File: src/rtl/i2c_req_arbiter_pkg.sv
// Shared types and defaults for the i2c request arbiter and its helpers.
package i2c_pkg;

    localparam int ADDR_W                = 7;
    localparam int DEFAULT_START_TIMEOUT = 16;
    localparam int DEFAULT_BUSY_TIMEOUT  = 65535;

    typedef enum logic [2:0] {
        IDLE,
        ISSUE,
        WAIT_BUSY,
        WAIT_DONE,
        RELEASE
    } state_t;

    // Width of a counter able to hold the larger of two terminal counts.
    function automatic int timer_width(input int a, input int b);
        return $clog2(((a > b) ? a : b) + 1);
    endfunction

endpackage

File: src/rtl/i2c_req_arbiter_rr_arbiter.sv
// Combinational round-robin picker: first set request at or after ptr, wrapping.
module rr_arbiter #(
    parameter int N_REQ = 4,
    parameter int PW    = $clog2(N_REQ)
) (
    input  logic [N_REQ-1:0] req,
    input  logic [PW-1:0]    ptr,
    output logic [N_REQ-1:0] gnt_next,
    output logic [PW-1:0]    winner
);

    logic [2*N_REQ-1:0] req_dbl;
    logic [N_REQ-1:0]   req_rot;
    logic               found;
    int                 sum;

    // Rotating a doubled copy puts the pointer position at bit 0.
    assign req_dbl = {req, req};
    assign req_rot = N_REQ'(req_dbl >> ptr);

    always_comb begin
        found  = 1'b0;
        winner = '0;
        sum    = 0;
        for (int k = 0; k < N_REQ; k++) begin
            if (!found && req_rot[k]) begin
                found = 1'b1;
                sum   = int'(ptr) + k;
                if (sum >= N_REQ)
                    sum = sum - N_REQ;
                winner = PW'(sum);
            end
        end
    end

    generate
        for (genvar gi = 0; gi < N_REQ; gi++) begin : g_onehot
            assign gnt_next[gi] = found && (winner == PW'(gi));
        end
    endgenerate

endmodule

File: src/rtl/i2c_req_arbiter.sv
// Shares one i2c_master between N_REQ requesters with round-robin grant,
// busy-handshake tracking and per-requester done/err pulses.
module i2c_req_arbiter
    import i2c_pkg::*;
#(
    parameter int N_REQ         = 4,
    parameter int START_TIMEOUT = DEFAULT_START_TIMEOUT,
    parameter int BUSY_TIMEOUT  = DEFAULT_BUSY_TIMEOUT
) (
    input  logic                    clk,
    input  logic                    rst_n,
    input  logic [N_REQ-1:0]        req,
    input  logic [ADDR_W*N_REQ-1:0] req_addr,
    input  logic [N_REQ-1:0]        req_rw,
    output logic [N_REQ-1:0]        gnt,
    output logic [N_REQ-1:0]        done,
    output logic [N_REQ-1:0]        err,
    output logic                    m_start,
    output logic [ADDR_W-1:0]       m_addr,
    output logic                    m_rw,
    input  logic                    m_busy,
    output logic                    idle
);

    localparam int TW = timer_width(START_TIMEOUT, BUSY_TIMEOUT);
    localparam int PW = $clog2(N_REQ);
    localparam logic [TW-1:0] START_LAST = TW'(START_TIMEOUT - 1);
    localparam logic [TW-1:0] BUSY_LAST  = TW'(BUSY_TIMEOUT - 1);

    logic [ADDR_W-1:0] addr_slice [N_REQ];
    logic [N_REQ-1:0]  arb_gnt;
    logic [PW-1:0]     arb_winner;

    state_t            state_reg;
    logic [PW-1:0]     ptr_reg;
    logic [PW-1:0]     winner_reg;
    logic [TW-1:0]     timer_reg;

    generate
        for (genvar gi = 0; gi < N_REQ; gi++) begin : g_addr
            assign addr_slice[gi] = req_addr[gi*ADDR_W +: ADDR_W];
        end
    endgenerate

    rr_arbiter #(
        .N_REQ (N_REQ),
        .PW    (PW)
    ) u_rr (
        .req      (req),
        .ptr      (ptr_reg),
        .gnt_next (arb_gnt),
        .winner   (arb_winner)
    );

    always_ff @(posedge clk or negedge rst_n) begin
        if (!rst_n) begin
            state_reg  <= IDLE;
            ptr_reg    <= '0;
            winner_reg <= '0;
            timer_reg  <= '0;
            gnt        <= '0;
            done       <= '0;
            err        <= '0;
            m_start    <= 1'b0;
            m_addr     <= '0;
            m_rw       <= 1'b0;
            idle       <= 1'b1;
        end else begin
            done    <= '0;
            err     <= '0;
            m_start <= 1'b0;
            case (state_reg)
                IDLE: begin
                    // A busy master here belongs to someone else; hold off.
                    if ((arb_gnt != '0) && !m_busy) begin
                        gnt        <= arb_gnt;
                        winner_reg <= arb_winner;
                        m_addr     <= addr_slice[arb_winner];
                        m_rw       <= req_rw[arb_winner];
                        m_start    <= 1'b1;
                        idle       <= 1'b0;
                        state_reg  <= ISSUE;
                    end
                end
                ISSUE: begin
                    timer_reg <= '0;
                    state_reg <= WAIT_BUSY;
                end
                WAIT_BUSY: begin
                    if (m_busy) begin
                        timer_reg <= '0;
                        state_reg <= WAIT_DONE;
                    end else if (timer_reg == START_LAST) begin
                        err       <= gnt;
                        state_reg <= RELEASE;
                    end else if (timer_reg != '1) begin
                        timer_reg <= timer_reg + 1'b1;
                    end
                end
                WAIT_DONE: begin
                    if (!m_busy) begin
                        done      <= gnt;
                        state_reg <= RELEASE;
                    end else if (timer_reg == BUSY_LAST) begin
                        err       <= gnt;
                        state_reg <= RELEASE;
                    end else if (timer_reg != '1) begin
                        timer_reg <= timer_reg + 1'b1;
                    end
                end
                RELEASE: begin
                    gnt       <= '0;
                    ptr_reg   <= (winner_reg == PW'(N_REQ - 1)) ? '0 : winner_reg + 1'b1;
                    idle      <= 1'b1;
                    state_reg <= IDLE;
                end
                default: begin
                    gnt       <= '0;
                    idle      <= 1'b1;
                    state_reg <= IDLE;
                end
            endcase
        end
    end

endmodule

File: config.mk
export PLATFORM = sky130hd
export DESIGN_NAME = i2c_req_arbiter
export DESIGN_NICKNAME = d
export VERILOG_FILES = /design/src/rtl/i2c_req_arbiter_pkg.sv /design/src/rtl/i2c_req_arbiter_rr_arbiter.sv /design/src/rtl/i2c_req_arbiter.sv
export SDC_FILE = /design/constraint.sdc
export NUM_CORES = 1
export LEC_CHECK = 0
export CAP_MARGIN = 20
export CORE_MARGIN = 2
export CORE_UTILIZATION = 50
export DETAILED_ROUTE_END_ITERATION = 8
export PLACE_DENSITY = 0.8
export REMOVE_ABC_BUFFERS = 1
export SYNTH_ARGS = -nofsm -noshare
export SYNTH_HDL_FRONTEND = slang
export SYNTH_SLANG_ARGS = --single-unit
File: constraint.sdc
create_clock -name clk -period 2.4 [get_ports clk]
set_clock_uncertainty 0.15 [all_clocks]
set_input_delay 0.72 -clock clk [delete_from_list [all_inputs] [get_ports clk]]
set_output_delay 0.72 -clock clk [all_outputs]
set_load 0.005 [all_outputs]
# After elaboration in Yosys (flattened, before gate mapping)
# Cells that the tools add are included.
word_totals:
  register_bits: 45
  output_inout_bits: 22
  wordCells: 110
classes:
  addsub: 9
  order_cmp: 6
  n_eq_ne: 17
  n_shift: 1
  n_mux: 43
  bitwise_logic: 2
  reduce_logical: 21
ops:
  columns: ["op", "n"]
  rows:
  - ["$mux W16", 5]
  - ["$pmux W16 S3", 1]
  - ["$mux W4", 7]
  - ["$mux W2", 9]
  - ["$add A16 B1 Y16 const B", 1]
  - ["$eq A16 B16 Y1 const B", 1]
  - ["$eq A16 B4 Y1 const B", 1]
  - ["$ne A16 B16 Y1 const B", 1]
  - ["$pmux W4 S2", 2]
  - ["$mux W3", 5]
  - ["$bmux W7 S2", 1]
  - ["$mux W7", 2]
  - ["$ge A3 B3 Y1 const B", 4]
  - ["$pmux W3 S4", 1]
  - ["$ne A3 B3 Y1 const B", 3]
  - ["$logic_and A1 B1 Y1", 8]
  - ["$mux W1", 8]
  - ["$shr A8 B2 Y4", 1]
  - ["$sub A2 B1 Y2 const B", 4]
  - ["$add A2 B2 Y3 const B", 2]
  - ["$eq A2 B2 Y1 const B", 3]
  - ["$eq A3 B2 Y1 const B", 2]
  - ["$ne A2 B2 Y1 const B", 3]
  - ["$logic_not A1 Y1", 4]
  - ["19 further kinds", 20]

# Longest topological paths before layout
# Gate-level depths: netlist of run 1.
logic_depth:
  ltp_word: 17
  depth_mapped: 8
  mapped_depth_nobuf: 7

# By module
# From an unflattened synthesis of run 1, not the netlist that was laid out.
hier_totals:
  hier_cells: 246
  hier_area_um2: 2590.0
by_module_without_submodules:
  columns: ["mod", "n_inst", "cells_each", "area_each_um2", "seq_area_each_um2"]
  rows:
  - ["i2c_req_arbiter", 1, 216, 2404.8, 1127.3]
  - ["rr_arbiter", 1, 30, 185.2, 0.0]

# Least setup slack after synthesis of run 1
# Ideal clock, no wire load.
synth_path:
  path_kind: "input to register"
  start: "input port req[2]"
  end: "register m_addr[3]"
  setup_ns: 0.126
  arrival_ns: 2.014
  t_required_ns: 2.124
  path_slack_ns: 0.109
  cell_stages: 6
  path_buffers: 1
  path_cell_list: "nor2b_1 a221o_1 and2_1 buf_6 mux2_4 a221o_1"
synth_between:
  elab_chain_len: 16
  word_cells_on_any_way: 30
synth_lines:
  columns: ["item", "line", "rtl"]
  rows:
  - ["from (decl)", "i2c_req_arbiter.sv:12", "input logic [N_REQ-1:0] req,"]
  - ["$shr A8 B2 Y4 (*)", "i2c_req_arbiter_rr_arbiter.sv:19", "assign req_rot = N_REQ'(req_dbl >> ptr);"]
  - ["$mux W1", "i2c_req_arbiter_rr_arbiter.sv:26", "if (!found && req_rot[k]) begin"]
  - ["$logic_not A1 Y1", "i2c_req_arbiter_rr_arbiter.sv:26", null]
  - ["$logic_and A1 B1 Y1", "i2c_req_arbiter_rr_arbiter.sv:26", null]
  - ["$mux W1", "i2c_req_arbiter_rr_arbiter.sv:26", null]
  - ["$logic_not A1 Y1", "i2c_req_arbiter_rr_arbiter.sv:26", null]
  - ["$logic_and A1 B1 Y1", "i2c_req_arbiter_rr_arbiter.sv:26", null]
  - ["$mux W1", "i2c_req_arbiter_rr_arbiter.sv:26", null]
  - ["$logic_not A1 Y1", "i2c_req_arbiter_rr_arbiter.sv:26", null]
  - ["$logic_and A1 B1 Y1", "i2c_req_arbiter_rr_arbiter.sv:26", null]
  - ["$mux W2", "i2c_req_arbiter_rr_arbiter.sv:26", null]
  - ["$eq A2 B1 Y1, or another cell as far along", "i2c_req_arbiter_rr_arbiter.sv:38", "assign gnt_next[gi] = found && (winner == PW'(gi));"]
  - ["$logic_and A1 B1 Y1", "i2c_req_arbiter_rr_arbiter.sv:38", null]
  - ["$reduce_bool A4 Y1", "i2c_req_arbiter.sv:75", "if ((arb_gnt != '0) && !m_busy) begin"]
  - ["$logic_and A1 B1 Y1", "i2c_req_arbiter.sv:75", null]
  - ["$reduce_and A2 Y1 (no line)", null, null]
  - ["to (signal assigned)", "i2c_req_arbiter.sv:78", "m_addr <= addr_slice[arb_winner];"]
  - ["to (decl)", "i2c_req_arbiter.sv:19", "output logic [ADDR_W-1:0] m_addr,"]
# Every way passes the cells marked *; elsewhere a longest branch is shown, timed or not. The select of a mux whose other input is x is not followed.
# A chain may end at the register's enable or synchronous reset.

# Worst setup path in the final report of run 1
layout_path:
  start: "input port m_busy"
  end: "register timer_reg[5]"
layout_between:
  elab_chain_len: 2
  word_cells_on_any_way: 5
layout_lines:
  columns: ["item", "line", "rtl"]
  rows:
  - ["from (decl)", "i2c_req_arbiter.sv:21", "input logic m_busy,"]
  - ["$ne A3 B3 Y1 (no line), or another cell as far along", null, null]
  - ["$reduce_and A4 Y1 (no line) / $pmux W16 S3 (equally long branches)", null, null]
  - ["to (signal assigned)", "i2c_req_arbiter.sv:97", "timer_reg <= timer_reg + 1'b1;"]
  - ["to (signal assigned)", "i2c_req_arbiter.sv:108", "timer_reg <= timer_reg + 1'b1;"]
  - ["to (decl)", "i2c_req_arbiter.sv:37", "logic [TW-1:0] timer_reg;"]
# Several ways; a longest one is shown, not always the timed one.

==> metrics.md, run 1 <==
| Metric | Value |
|---|---|
| Sinks on Clock Net | `45` |
| RSZ-0062 raised after global routing | `false` |
| Dpl ws | `-0.450 ns` |
| Min-Delay Path Class | `in2async` |
| First-pass GRT wire length | `10400 um` |
| CP max FO | `13` |
| # diodes | `0` |
| First DRT Iteration DRCs | `144` |
| Worst-skew pair later-pin latency | `0.30 ns` |
| Crit end category | `flop` |
| Fmax achieved | `423 MHz` |
| Sequential area share after synthesis | `44.4%` |
| Area Growth Syn to Fin | `43.1%` |
| Pin count of the biggest net entering global routing | `25` |
| Drt pass-1 iters | `4` |
| Root Buffer | `clkbuf_8` |
| Multi-input gate area | `0.00135 mm2` |
| Port Buf Inserts | `60` |
| GRT busiest layer | `met2` |
| LEAKAGE | `roughly 1.6 nW` |
| Top cell type's share of synthesized area | `43.3%` |
| Placed inst area | `0.00343 mm2` |
| DP Wirelength | `about 4700 um` |
| Synth top cells by count | `dfrtp_1 (44), nand2_1 (20), nor3_1 (19)` |
| Worst slew pin tran | `slightly below 0.5 ns` |
| Cell with the most instances after synthesis | `dfrtp_1` |
| Met3 GRT Util | `~4.7%` |
| FF+latch count, synth | `45` |
| R2r setup slk | `0.09 ns` |
| Worst Path Required | `approximately 2.5 ns` |
| Mapped Area | `0.00254 mm2` |
| Yosys cell types | `58` |
| H-tree levels | `2` |
| RePlAce Congestion | `0.849` |
| Final Util | `75.5%` |
| Setup crit start kind | `input pin` |
| Total power | `between 3 and 4 mW` |
| Ys flop type | `dfrtp_1` |
| Sequential cell area | `0.00113 mm2` |
| Synth area leader | `dfrtp_1` |
| Final Cycle Share | `98.5%` |
| Number of synthesized flops with an enable pin | `0` |
| Via count | `2348` |
| Io pins | `61` |
| Mapped Cells | `approximately 260` |
| Initial antenna violation count | `0` |
| CTS Buf Count | `5` |
| Initial Util | `between 50% and 60%` |
| Final instance area | `between 0.003 and 0.004 mm2` |
| Clock transition at path regs | `0.09 ns` |
| Filler cells | `351` |
| Final Max Tran Viols | `0` |
| Worst vdd ir | `0.518 mV` |
| Asr flop ratio synth | `100%` |
| Crit Reg-Reg Startpoint | `timer_reg[0]` |
| Critical Path AT | `2.44 ns` |
| Yosys warns | `0` |
| Setup TNS | `0 ns` |
| Max reg flops | `16` |
| Fraction of layout cells with a size suffix above 1 | `17.9%` |
| Drc violations | `0` |
| Setup violations, final | `0` |
| Final number of hold-violating endpoints | `0` |
| Gr ovfl total | `0` |
| P per Cell Area | `895 mW/mm2` |
| CTS tree | `yes` |
| Met2 Use GR | `41.1%` |
| Detail-routed via count per cell | `5.67` |
| Cts-stage hold buffer count | `0` |
| Placed cells | `404` |
| Post-route insts no fill | `414` |
| Nets | `388` |
| Status | `finished clean` |
| Dominant cells by area after synthesis | `dfrtp_1 (43%), mux2i_1 (5.9%), nor3_1 (3.7%)` |
| Worst Reg-to-Reg Cells | `6` |
| Slew Limit Headroom | `66.7%` |
| Routed len/inst | `15.1 um` |
| Setup CP Type | `in2reg` |
| Syn_area_per_cell | `9.92 um2` |
| Vias in the first global route | `2277` |
| Die Area | `0.00567 mm2` |
| Routed WL | `6250 um` |
| Met1 Usage GRT | `31.0%` |
| Max Cap Violations | `0` |
| Hold slack | `0.230 ns` |
| Core area | `between 0.004 and 0.005 mm2` |
| Row count | `25` |
| Antenna-violating nets left | `0` |
| Post-route minimum period | `2.36 ns` |
| Gr usage total | `24.0%` |
| Max Root-Sink Buffers | `2` |
| Setup slack after layout | `0.0372 ns` |
| Reg-to-reg endpoint | `timer_reg[5]` |
| DIE HEIGHT | `75.3 um` |
| Width of the die | `between 70 and 80 um` |
critical path: stages:
cell,delay [ns]
clkdlybuf4s50_1,0.53
nand2_1,0.11
o32a_4,0.39
or4_1,0.53
a21oi_1,0.16
layer usage:
metal / part of all wire (%) / vias up
li1: - / 1141
met1: 42 / 1135
met2: 52 / 65
met3: 5.0 / 7
met4: 1.0 / 0
met5: 0 / -
cell usage in the layout, fill, tap and decap left out, drive strengths merged, types with 3 or more instances in the layout:
cell type / instances
buf: 35
a21oi: 15
or3: 5
o21ai: 8
o311ai: 3
and2: 9
nand2: 21
o31ai: 4
clkdlybuf4s50: 56
ha: 3
nor3: 20
and3: 3
mux2i: 15
nor2: 14
nor4: 6
a211o: 7
nand4: 6
a21o: 3
mux2: 3
inv: 8
dfrtp: 44
nand3: 9
clkbuf: 5
a41oi: 3
or4: 6
power breakdown:
part           internal [mW]  leakage, nW  switching (mW)  total, mW
combinational          0.814        0.981           0.649       1.46
sequential             0.942        0.600           0.180       1.12
clock                  0.413       0.0681           0.256      0.669
area by class of cell:
| type | count | area share, % |
|---|---|---|
| Clock buffer | 5 | 1.89 |
| Clock inverter | 3 | 1.79 |
| Inverter | 8 | 0.826 |
| Multi-Input combinational cell | 192 | 37.2 |
| Sequential cell | 45 | 31.0 |
| Tap cell | 67 | 2.31 |
| Timing Repair Buffer | 94 | 25.0 |
worst max path at each step:
stage / from / end / slack (ns)
2_1_floorplan: req[1] / m_addr[0] / -0.74
3_3_place_gp: req[0] / m_addr[6] / -0.37
3_5_place_dp: req[0] / m_rw / -0.45
4_1_cts: req[2] / m_addr[3] / 0.009
5_1_grt: req[3] / m_rw / 0.006
6_report: m_busy / timer_reg[5] / 0.04
kinds of logic after synthesis:
family	count (synthesis)	synth area share (%)
xor+xnor	1	0.345
simple gates	114	26.0
compound gates	56	16.3
buf+inv	19	4.14
fa+ha+maj	3	1.48
mux	18	7.39
flops	45	44.4
timing repair:
item	CTS	global route
buffers inserted	0	1
cloned	1	0
endpoints found under the setup margin	8	12
gates resized for setup	7	7
pin swaps	1	1
(Power assumes the default switching activity.)
==> run 2: changes to the inputs <==
- HOLD_SLACK_MARGIN: default -> 0.08
==> results of run 2 <==
Final layout, timing and power as in run 1 (identical DEF).
==> run 3: changes to the inputs <==
- CORE_ASPECT_RATIO: default -> 0.5
- clock period: 2.4 -> 2.55 ns (I/O delays scaled with it)
==> run 3 against run 2 <==
Against the previous run:
- utilization decreased by 3.9 points
- cell area decreased by 3.3%
- count of clock-buffer cells in the layout unchanged
- non-clock buffer count decreased by 5
- global-route usage decreased by 2.2 points
- register-to-register slack improved by 0.12 ns
- combinational power decreased by 12%
- via count decreased by 1.5%
- hold slack improved by 0.11 ns
- die area increased by 0.61%
- cell count decreased by 0.48%
- wire length decreased by 5.0%
- critical path type unchanged
==> metrics.md, run 3 (synthesized netlist as in run 1, its figures left out) <==
| Metric | Value |
|---|---|
| Status | `finished clean (unchanged)` |
| Setup violations, final | `0 (unchanged)` |
| Setup crit start kind | `input pin (unchanged)` |
| Hold slack | `0.343 ns (was 0.230 ns)` |
| Clock transition at path regs | `0.09 ns (about the same)` |
| Io pins | `61 (unchanged)` |
| Worst hold endpoint | `ptr_reg[0]` |
| Core area | `0.00491 mm2 (was 0.00482 mm2)` |
| Via count | `2313 (was 2348)` |
| Initial antenna violation count | `0 (unchanged)` |
| Cts-stage hold buffer count | `0 (unchanged)` |
| Gr ovfl total | `0 (unchanged)` |
| Filler cells | `355 (was 351)` |
| Initial Util | `51.7% (was 52.7%)` |
| First-pass GRT wire length | `9940 um (was 10400 um)` |
| Nets | `383 (was 388)` |
| Max reg flops | `16 (unchanged)` |
| Die Area | `0.00570 mm2 (was 0.00567 mm2)` |
| Final instance area | `0.00351 mm2 (was 0.00363 mm2)` |
| Final Cycle Share | `98.1%` |
| Placed inst area | `0.00340 mm2 (was 0.00343 mm2)` |
| Hold Path Stages | `1` |
| Worst Path Required | `2.63 ns (was 2.47 ns)` |
| CTS tree | `yes (unchanged)` |
| Drc violations | `0 (unchanged)` |
| Routed len/inst | `14.4 um (was 15.1 um)` |
| Antenna-violating nets left | `0 (unchanged)` |
| CTS Buf Count | `5 (unchanged)` |
| DIE HEIGHT | `54.4 um (was 75.3 um)` |
| H-tree levels | `2 (unchanged)` |
| RSZ-0062 raised after global routing | `false (unchanged)` |
| Worst Reg-to-Reg Cells | `6 (unchanged)` |
| Total power | `2.89 mW (was 3.25 mW)` |
| Width of the die | `105 um (was 75.3 um)` |
| Sinks on Clock Net | `45 (unchanged)` |
| Row count | `18 (was 25)` |
| Setup CP Type | `in2reg (unchanged)` |
| Fraction of layout cells with a size suffix above 1 | `15.5% (was 17.9%)` |
| Gr usage total | `21.9% (was 24.0%)` |
| Crit Reg-Reg Startpoint | `timer_reg[0] (unchanged)` |
| Vias in the first global route | `2248 (was 2277)` |
| Max Cap Violations | `0 (unchanged)` |
| Routed WL | `5940 um (was 6250 um)` |
| Worst slew pin tran | `0.570 ns (was 0.496 ns)` |
| Final number of hold-violating endpoints | `0 (unchanged)` |
| P per Cell Area | `822 mW/mm2 (was 895 mW/mm2)` |
| Area Growth Syn to Fin | `38.3% (was 43.1%)` |
| Post-route minimum period | `around 2.5 ns` |
| Multi-input gate area | `0.00131 mm2 (was 0.00135 mm2)` |
| Slew Limit Headroom | `61.6% (was 66.7%)` |
| Worst-skew pair later-pin latency | `0.30 ns (about the same)` |
| DP Wirelength | `4470 um (was 4650 um)` |
| Commonest non-fill, non-tap cell in the layout | `clkdlybuf4s50_1 (unchanged)` |
| Sequential cell area | `0.00113 mm2 (unchanged)` |
| # diodes | `0 (unchanged)` |
| Hold path start | `winner_reg[0]` |
| Root Buffer | `clkbuf_8 (unchanged)` |
| Fmax achieved | `400 MHz` |
| Min-Delay Path Class | `reg2reg (was in2async)` |
| CP max FO | `4 (was 13)` |
| Detail-routed via count per cell | `5.61 (was 5.67)` |
| R2r setup slk | `0.21 ns (was 0.09 ns)` |
| LEAKAGE | `1.58 nW (was 1.65 nW)` |
| Port Buf Inserts | `60 (unchanged)` |
| Worst vdd ir | `0.531 mV (was 0.518 mV)` |
| Drt pass-1 iters | `4 (unchanged)` |
| Critical Path AT | `2.58 ns (was 2.44 ns)` |
| Commonest non-fill, non-tap cells in the layout | `clkdlybuf4s50_1 (57), dfrtp_1 (44), buf_4 (27), nand2_1 (20), nor3_1 (19) (was clkdlybuf4s50_1 (56), dfrtp_1 (44), buf_4 (30), nand2_1 (20), nor3_1 (19))` |
| Final Max Tran Viols | `0 (unchanged)` |
| Crit end category | `flop (unchanged)` |
| Pin count of the biggest net entering global routing | `46 (was 25)` |
| Reg-to-reg endpoint | `timer_reg[5] (unchanged)` |
| First DRT Iteration DRCs | `69 (was 144)` |
| Max Root-Sink Buffers | `2 (unchanged)` |
| RePlAce Congestion | `0.840 (was 0.849)` |
run 3: layer usage:
| metal | up-vias | track usage [%] | routed length, um | share of wire [%] |
|---|---|---|---|---|
| li1 | 1139 | - | - | - |
| met4 | 0 | 4.89 | 44 | 0.74 |
| met1 | 1108 | 26.5 | 2630 | 44 |
| met3 | 5 | 4.05 | 275 | 4.6 |
| met5 | - | 0 | 0 | 0 |
| met2 | 61 | 42.2 | 2990 | 50 |
run 3: worst max-delay path by stage:
stage / from / to / slack (ns) / cells past startpoint
floorplan: req[1] / m_addr[0] / -0.63 / 5
global placement: req[0] / m_rw / -0.26 / 7
detailed placement: req[0] / m_addr[4] / -0.34 / 7
CTS: m_busy / timer_reg[5] / 0.03 / 5
global route: req[1] / m_addr[4] / 0.01 / 7
finish: req[2] / gnt[1] / 0.05 / 7
run 3: repair_timing:
| action | in CTS | in global routing |
|---|---|---|
| gates cloned | 0 | 0 |
| buffers inserted | 0 | 0 |
| endpoints found under the setup margin | 1 | 3 |
| resized for setup | 1 | 2 |
run 3: area by class of cell:
cell class,instances,share of cell area (%)
Sequential cell,45,32.1
Tap cell,70,2.49
Inverter,8,0.855
Timing Repair Buffer,89,23.9
Clock inverter,3,1.32
Multi-Input combinational cell,192,37.4
Clock buffer,5,1.96
run 3: worst max-delay path, stage by stage:
cell and delay [ns]:
clkdlybuf4s50_1 0.46, nor2b_1 0.15, a221o_1 0.36, and2_1 0.20
buf_4 0.15, or3_1 0.34, a21oi_1 0.15
run 3: metrics by stage:
step | util [%] | setup slack [ns] | TNS, ns | cells
final | 71.6 | 0.0494 | 0 | 412
after global routing | 71.6 | 0.0108 | 0 | 412
after CTS | 71.5 | 0.0330 | 0 | 412
after detailed placement | 69.2 | -0.342 | -5.83 | 404
after global placement | 69.2 | -0.264 | -4.08 | 404
after floorplan | - | -0.632 | -6.52 | 245
run 3: power by group:
group          switching (mW)  internal [mW]  total, mW
logic                   0.564          0.712       1.28
clock network           0.255          0.293      0.549
registers               0.176          0.886       1.06
